`config.mk`:
```
export PLATFORM = sky130hd
export DESIGN_NAME = output_port_arbiter
export DESIGN_NICKNAME = d
export VERILOG_FILES = /design/src/rtl/output_port_arbiter.sv
export SDC_FILE = /design/constraint.sdc
export NUM_CORES = 1
export LEC_CHECK = 0
export ABC_AREA = 1
export ABC_CLOCK_PERIOD_IN_PS = 3300
export CAP_MARGIN = 20
export CORE_MARGIN = 4
export CORE_UTILIZATION = 40
export CTS_CLUSTER_DIAMETER = 60
export DETAILED_ROUTE_END_ITERATION = 12
export PLACE_DENSITY = 0.68
export SLEW_MARGIN = 20
export SYNTH_ARGS = -nofsm -noshare
export SYNTH_HDL_FRONTEND = slang
export SYNTH_SLANG_ARGS = --single-unit
export TNS_END_PERCENT = 100
```
`constraint.sdc`:
```
create_clock -name clk -period 3.3 [get_ports clk]
set_input_delay 0.66 -clock clk [delete_from_list [all_inputs] [get_ports clk]]
set_output_delay 0.66 -clock clk [all_outputs]
set_load 0.01 [all_outputs]
```
`src/rtl/output_port_arbiter.sv`:
```
// Switch allocator for one router output port: round-robin pick,
// wormhole lock until tail, and downstream credit tracking.
//
// Ports:
//   clk, rst_n  clock and synchronous active-low reset
//   req         per-input request for this output
//   tail        per-input head flit is the packet's last flit
//   credit_in   downstream freed one buffer slot (1-cycle pulse)
//   sel         one-hot mux select (registered owner), 0 when idle
//   grant_fire  one-hot, input whose flit crosses this cycle
//   out_valid   a flit is on the mux output this cycle
//   busy        locked to a packet
//   credits     current downstream credit count
//   credit_err  sticky credit overflow flag
module output_port_arbiter #(
  parameter int NPORT   = 5,
  parameter int CREDITS = 4,
  parameter int CW      = 3
) (
  input  logic             clk,
  input  logic             rst_n,
  input  logic [NPORT-1:0] req,
  input  logic [NPORT-1:0] tail,
  input  logic             credit_in,
  output logic [NPORT-1:0] sel,
  output logic [NPORT-1:0] grant_fire,
  output logic             out_valid,
  output logic             busy,
  output logic [CW-1:0]    credits,
  output logic             credit_err
);

  localparam int PW = (NPORT > 1) ? $clog2(NPORT) : 1;

  typedef enum logic {
    IDLE   = 1'b0,
    LOCKED = 1'b1
  } state_t;

  state_t           state_q;
  state_t           state_d;
  logic [NPORT-1:0] owner_q;
  logic [NPORT-1:0] owner_d;
  logic [PW-1:0]    ptr_q;
  logic [PW-1:0]    ptr_d;
  logic [CW-1:0]    cred_q;
  logic [CW-1:0]    cred_d;
  logic             err_q;
  logic             err_d;

  logic             fire;
  logic             own_tail;
  logic [PW:0]      rot_amt;
  logic [2*NPORT-1:0] req_dbl;
  logic [2*NPORT-1:0] req_rot;
  logic [NPORT-1:0] rot_req;
  logic [NPORT-1:0] rot_oh;
  logic [2*NPORT-1:0] oh_dbl;
  logic [NPORT-1:0] win_oh;
  logic [PW-1:0]    own_idx;

  // Rotate req so bit 0 is the input just after ptr, take
  // the lowest set bit, then rotate the one-hot back.
  always_comb begin
    rot_amt = {1'b0, ptr_q} + 1'b1;
    req_dbl = {req, req};
    req_rot = req_dbl >> rot_amt;
    rot_req = req_rot[NPORT-1:0];
    rot_oh  = rot_req & (~rot_req + 1'b1);
    oh_dbl  = {rot_oh, rot_oh} << rot_amt;
    win_oh  = oh_dbl[2*NPORT-1:NPORT];
  end

  always_comb begin
    own_idx = '0;
    for (int i = 0; i < NPORT; i++) begin
      if (owner_q[i]) own_idx = PW'(i);
    end
  end

  assign own_tail = |(tail & owner_q);

  // State register
  always_ff @(posedge clk) begin
    if (!rst_n) begin
      state_q <= IDLE;
      owner_q <= '0;
      ptr_q   <= PW'(NPORT - 1);
    end else begin
      state_q <= state_d;
      owner_q <= owner_d;
      ptr_q   <= ptr_d;
    end
  end

  // Next-state logic
  always_comb begin
    state_d = state_q;
    owner_d = owner_q;
    ptr_d   = ptr_q;
    unique case (state_q)
      IDLE: begin
        if (|req) begin
          owner_d = win_oh;
          state_d = LOCKED;
        end
      end
      LOCKED: begin
        if (fire && own_tail) begin
          owner_d = '0;
          ptr_d   = own_idx;
          state_d = IDLE;
        end
      end
      default: begin
        state_d = IDLE;
        owner_d = '0;
      end
    endcase
  end

  // Outputs; fire is suppressed while reset is asserted so an
  // input is never popped in the cycle the lock is dropped.
  always_comb begin
    fire = 1'b0;
    busy = 1'b0;
    sel  = owner_q;
    if (state_q == LOCKED) begin
      busy = 1'b1;
      fire = rst_n && (|(req & owner_q)) && (cred_q != '0);
    end
    grant_fire = owner_q & {NPORT{fire}};
    out_valid  = |grant_fire;
  end

  // Credit counter and sticky overflow flag
  always_comb begin
    cred_d = cred_q;
    err_d  = err_q;
    case ({credit_in, fire})
      2'b10: begin
        if (cred_q == CW'(CREDITS)) err_d = 1'b1;
        else cred_d = cred_q + 1'b1;
      end
      2'b01: cred_d = cred_q - 1'b1;
      default: ;
    endcase
  end

  always_ff @(posedge clk) begin
    if (!rst_n) begin
      cred_q <= CW'(CREDITS);
      err_q  <= 1'b0;
    end else begin
      cred_q <= cred_d;
      err_q  <= err_d;
    end
  end

  assign credits    = cred_q;
  assign credit_err = err_q;

  a_sel_onehot : assert property (
    @(posedge clk) disable iff (!rst_n) $onehot0(sel));
  a_sel_idle : assert property (
    @(posedge clk) disable iff (!rst_n)
    (sel == '0) == (state_q == IDLE));
  a_fire_sub : assert property (
    @(posedge clk) disable iff (!rst_n)
    (grant_fire & ~sel) == '0);

endmodule
```
==> out/qor.csv, run 1 <==
metric,value,unit
status,completed,
syn-num-nets,229,
worstPathMaxFanout,10,
final_hold_viol_count,0,
synthFlopType,dfxtp_1,
placedCellCount,280,
grt_pass1_wl,5.754,mm
die_w,64.10,um
antenna_found_initial,0,
firstDrtPassIters,4,
finalSetupTns,0,ps
drive_above_1_share,0.1083,
synthTopCellsByCount,"nand2_1 (67), nand3_1 (29), inv_1 (25), nor2_1 (14)",
final.period_utilization,0.8927,
synth_top_area_frac,0.2068,
grt_pass1_vias,1344,
post_cts_resized,0,
worst_pin_slew,557.7,ps
peakVddDrop,0.1642,mV
die_h,64.10,um
postCtsHoldBufs,0,
area_delta_synth_final,25.15,%
post_drt_wl_per_cell,11.40,um
diodes,0,
final-instance-count-excl-fill,284,
min_path_type,register to register,
cp_slowest_stage_delay,550,ps
drc,0,
synth_top_cell_by_area,dfxtp_1,
critical_path_arrival,2290,ps
grt_use_total,0.1697,
yosysMostFrequentCell,nand2_1,
initial_utilization,0.4157,
cts-htree-levels,1,
hpwl,2.592,mm
cp_slowest_cell,clkdlybuf4s50_1,
first_iter_violations,84,
power_per_cell_area,261.8,nW/um^2
p_leak,0.7136,nW
dieArea,4108,sq um
synth_cells,214,
cts_root_buffer,clkbuf_4,
ys_types,30,
synthArstFlopShare,0,
clk_path_buf_depth,2,
vias,1366,
drv_cap,0,
synth_area,1259,sq um
cts_sinks,13,
grt_max_degree,16,
rows,20,
synth_fa_ha_area_frac,0.02584,
cts_setup_buffers,0,
fin_skew,12.01,ps
ys_seq_area_frac,0.2068,
place.gp.congestion,0.8448,
ant_nets,0,
ios,29,
synth_top_family_by_area,simple AND/OR/NAND/NOR gates,
n_fill_cell,332,
final_nets,256,
setup_viol,0,
rsz0062_at_grt,no,
synthSimpleGateAreaFrac,0.5149,
cp-end-kind,primary output,
synth_compound_area_frac,0.1183,
cp-start-kind,primary input,
cts_buffers,3,
synth_xor_area_frac,0.006958,
core_area,3028,sq um
synthMuxAreaShare,0,
cp.required,2640,ps
layout_min_cycle_time,2946,ps
vias_per_cell,4.810,
avgSynthCellArea,5.882,sq um
grt_overflow_total,0,
path_class,primary input to primary output,
yosys_warnings,0,
synth.area.top_cells,"dfxtp_1 (21%), nand2_1 (20%), nand3_1 (12%), inv_1 (7.5%), a21oi_1 (5.2%)",
synth_edf_count,0,
clk_pin_slew,70,ps
port_buffers,28,
cpMostUsedCell,clkdlybuf4s50_1,
synth-seq-cells,13,
relSlewSlack,0.6243,
tritoncts,yes,
cp_cell_sequence,"clkdlybuf4s50_1, nand2_1, nand3_1, a221oi_1, nand3b_4, nor2_1, clkdlybuf4s50_1",
wl,3.239,mm
slew_violations,0,
max_freq,339.5,MHz
clk_latency,270,ps
-- state kept, by name (all words and copies together) (netlist names) --
signal      cells
credit_err      1
credits         3
ptr_q           3
sel             5
state_q         1
-- cell usage in the layout, fill, tap and decap left out, drive strengths merged --
master,instances
clkbuf,4
clkdlybuf4s50,28
nor3b,1
dfxtp,13
o21ai,8
nor2,19
xor2,1
inv,29
ha,1
a221oi,1
nand3b,2
clkinv,1
fa,1
nand3,35
nor3,2
a21oi,14
nand4,4
nand2,72
o211ai,2
or2,1
a22oi,1
-- final timing paths --
path                                      end  slack, ps  cells past startpoint  startpoint
worst max register to register         sel[1]       1110                     12    ptr_q[0]
worst min-delay path               credit_err        480                      2  credit_err
worst max-delay path            grant_fire[3]        350                      7      req[3]
worst min register to register     credit_err        480                      2  credit_err
-- where the power goes --
part	leakage (nW)	internal (W)	total (W)	switching [W]
Combinational	0.592	0.0000635	0.000132	0.0000688
Clock	0.0150	0.0000467	0.0000963	0.0000496
Sequential	0.106	0.000169	0.000184	0.0000152
Total	0.714	0.000279	0.000412	0.000134
-- cells by family (layout without fill, tap and decap cells) --
group / Yosys count / in the layout
DFF: 13 / 13
xor gates and xnor gates: 1 / 1
adders and majority gates: 2 / 2
AOI/OAI and AO/OA: 26 / 26
and+or+nand+nor: 136 / 136
buffers and inverters: 36 / 62
-- layout make-up --
cell class / count / area, sq um / area share
timing repair buffer: 28 / 280.3 / 0.1779
inverter: 30 / 115.1 / 0.07307
multi-input combinational: 165 / 838.3 / 0.5322
sequential: 13 / 260.3 / 0.1652
clock buffer: 4 / 26.28 / 0.01668
tap: 44 / 55.05 / 0.03495
-- critical path, delay by kind of cell --
family,cells,cell delay [ps]
simple gates,4,510
buf+inv,2,1070
compound gates,1,50
-- routing by layer --
layer	vias to the layer above	part of all wire	track usage
li1	745	-	-
met1	590	0.50	0.2281
met2	29	0.46	0.2787
met3	2	0.035	0.02636
met4	0	0.0043	0.05013
met5	-	0	0
-- through the flow --
stage	setup WS [ps]	power, W	hold WS [ps]	util	instance area (sq um)
global placement	343.7	0.0003195	440.8	0.5116	1549
CTS	338.8	0.0004160	482.6	0.5202	1575
finish	354.1	0.0004124	481.0	0.5202	1575
detailed placement	358.6	0.0003199	465.3	0.5116	1549
floorplan	1262	0.0002614	474.0	-	1259
global route	173.2	0.0004412	529.1	0.5202	1575
(Power assumes the default switching activity.)
==> inputs of run 2 (changes only) <==
GPL_TIMING_DRIVEN = 0   (was default)
SLEW_MARGIN = 5   (was 20)
==> run 2 against run 1 <==
Net effect:
- clock-buffer cell count stayed put
- sequential share of layout area shrank 0.46 points
- power is 0.19% higher
- clock power is 2% higher
- critical path type unchanged
- largest power group unchanged
- highest routed layer unchanged
==> out/qor.csv, run 2 (synthesis results as in run 1) <==
metric,value,unit,change
status,completed,,
diodes,0,,unchanged
core_area,3028,sq um,unchanged
post_drt_wl_per_cell,10.97,um,-3.9%
grt_max_degree,11,,-5
ant_nets,0,,unchanged
cp_slowest_stage_delay,550,ps,about the same
n_fill_cell,332,,unchanged
tritoncts,yes,,
die_w,64.10,um,unchanged
final_common_cell,nand2_1,,
drv_cap,0,,unchanged
rows,20,,unchanged
drc,0,,unchanged
multiInputGateArea,838.3,sq um,unchanged
firstDrtPassIters,4,,unchanged
clk_pin_slew,80,ps,about the same
power_per_cell_area,255.0,nW/um^2,-2.6%
startpoint,req[3],,
largest_register_ffs,5,,unchanged
vias_per_cell,4.707,,-2.1%
final_nets,262,,+2.3%
grt_pass1_wl,5.609,mm,-2.5%
relSlewSlack,0.6090,,-0.01527
min_path_type,register to register,,
post_cts_resized,0,,unchanged
ios,29,,unchanged
cts_root_buffer,clkbuf_4,,
p_leak,0.7414,nW,+3.9%
cts-htree-levels,1,,unchanged
final_hold_viol_count,0,,unchanged
holdPathStages,2,,unchanged
grt_overflow_total,0,,unchanged
worstPathMaxFanout,10,,unchanged
final.period_utilization,0.9090,,+0.01625
setup_viol,0,,unchanged
cp_slowest_cell,clkdlybuf4s50_1,,
grt_pass1_vias,1284,,-4.5%
layout_common_cells,"nand2_1 (67), nand3_1 (29), clkdlybuf4s50_1 (28)",,
fin_skew,0.8907,ps,-11.12 ps
cpMostUsedCell,clkdlybuf4s50_1,,
r2r_slack,1320,ps,+210 ps
clk_latency,270,ps,about the same
area_delta_synth_final,28.73,%,
peakVddDrop,0.1958,mV,+19%
critical_path_arrival,2340,ps,+50 ps
finalSetupTns,0,ps,unchanged
cts_buffers,3,,unchanged
first_iter_violations,86,,+2.4%
place.gp.congestion,0.8749,,+3.6%
wl,3.180,mm,-1.8%
dieArea,4108,sq um,unchanged
register_area,260.3,sq um,unchanged
holdPathEnd,credit_err,,
vias,1365,,-0.073%
r2r_start,sel[1],,
finalPower,0.0004132,W,+0.19%
rsz0062_at_grt,no,,
port_buffers,28,,unchanged
max_freq,333.4,MHz,-1.8%
cp_cell_sequence,"clkdlybuf4s50_1, nand2_1, nand3_1, a221oi_1, nand3b_4, nor2_1, clkdlybuf4s50_1",,
r2r_end,credits[2],,
slew_violations,0,,unchanged
critPathTopFamily,buffers and inverters,,
layout_min_cycle_time,3000,ps,+53.64 ps
cp.required,2640,ps,about the same
critPathBufInv,2,,unchanged
initial_utilization,0.4157,,unchanged
die_h,64.10,um,unchanged
reg2regPathDepth,13,,+1
drive_above_1_share,0.1301,,+0.02175
cp-end-kind,primary output,,
postCtsHoldBufs,0,,unchanged
cts_sinks,13,,unchanged
worst_pin_slew,580.4,ps,+22.66 ps
clk_path_buf_depth,2,,unchanged
hpwl,2.556,mm,-1.4%
hold_start,credit_err,,
antenna_found_initial,0,,unchanged
path_class,primary input to primary output,,
cp-start-kind,primary input,,
cts_setup_buffers,0,,unchanged
grt_use_total,0.1683,,-0.001404
-- run 2: metal layers --
metal / wire [um] / track usage / share of wire / up-vias
met3: 144 / 0.03691 / 0.045 / 2
li1: - / - / - / 754
met1: 1586 / 0.2229 / 0.50 / 583
met4: 17 / 0.05541 / 0.0053 / 0
met5: 0 / 0 / 0 / -
met2: 1432 / 0.2697 / 0.45 / 26
-- run 2: worst max-delay path by stage --
| stage | endpoint | depth (start not counted) |
|---|---|---|
| after detailed placement | grant_fire[4] | 7 |
| final | grant_fire[4] | 7 |
| after global placement | grant_fire[4] | 7 |
| after floorplan | credits[2] | 13 |
| after CTS | grant_fire[4] | 7 |
| after global routing | grant_fire[4] | 7 |
-- run 2: cell type report --
type,count,area share
Buffer,6,0.02780
Timing Repair Buffer,28,0.1730
Sequential cell,13,0.1606
Multi-Input combinational cell,165,0.5174
Inverter,30,0.07104
Clock buffer,4,0.01622
Tap cell,44,0.03398
-- run 2: worst min-delay path: cells and delay by family, from the launching register on --
kind                   cells  cell delay [ps]
DFF                        1              320
AOI/OAI and AO/OA          1               50
buffers and inverters      1               50
-- run 2: metrics by stage --
step	cell area, sq um	hold slack (ps)	worst slack, ps	utilization	instances
2_1_floorplan	1259	474.0	1262	-	214
3_5_place_dp	1594	444.5	287.9	0.5264	286
6_report	1620	458.1	300.5	0.5351	290
3_3_place_gp	1594	439.7	284.3	0.5264	286
5_1_grt	1620	482.1	207.3	0.5351	290
4_1_cts	1620	459.0	281.4	0.5351	290
-- run 2: report_power, final --
| part | switching (W) | internal (W) | leakage [nW] |
|---|---|---|---|
| Sequential | 0.0000145 | 0.000169 | 0.106 |
| Clock | 0.0000510 | 0.0000469 | 0.0150 |
| Combinational | 0.0000681 | 0.0000642 | 0.620 |
| Total | 0.000134 | 0.000280 | 0.741 |
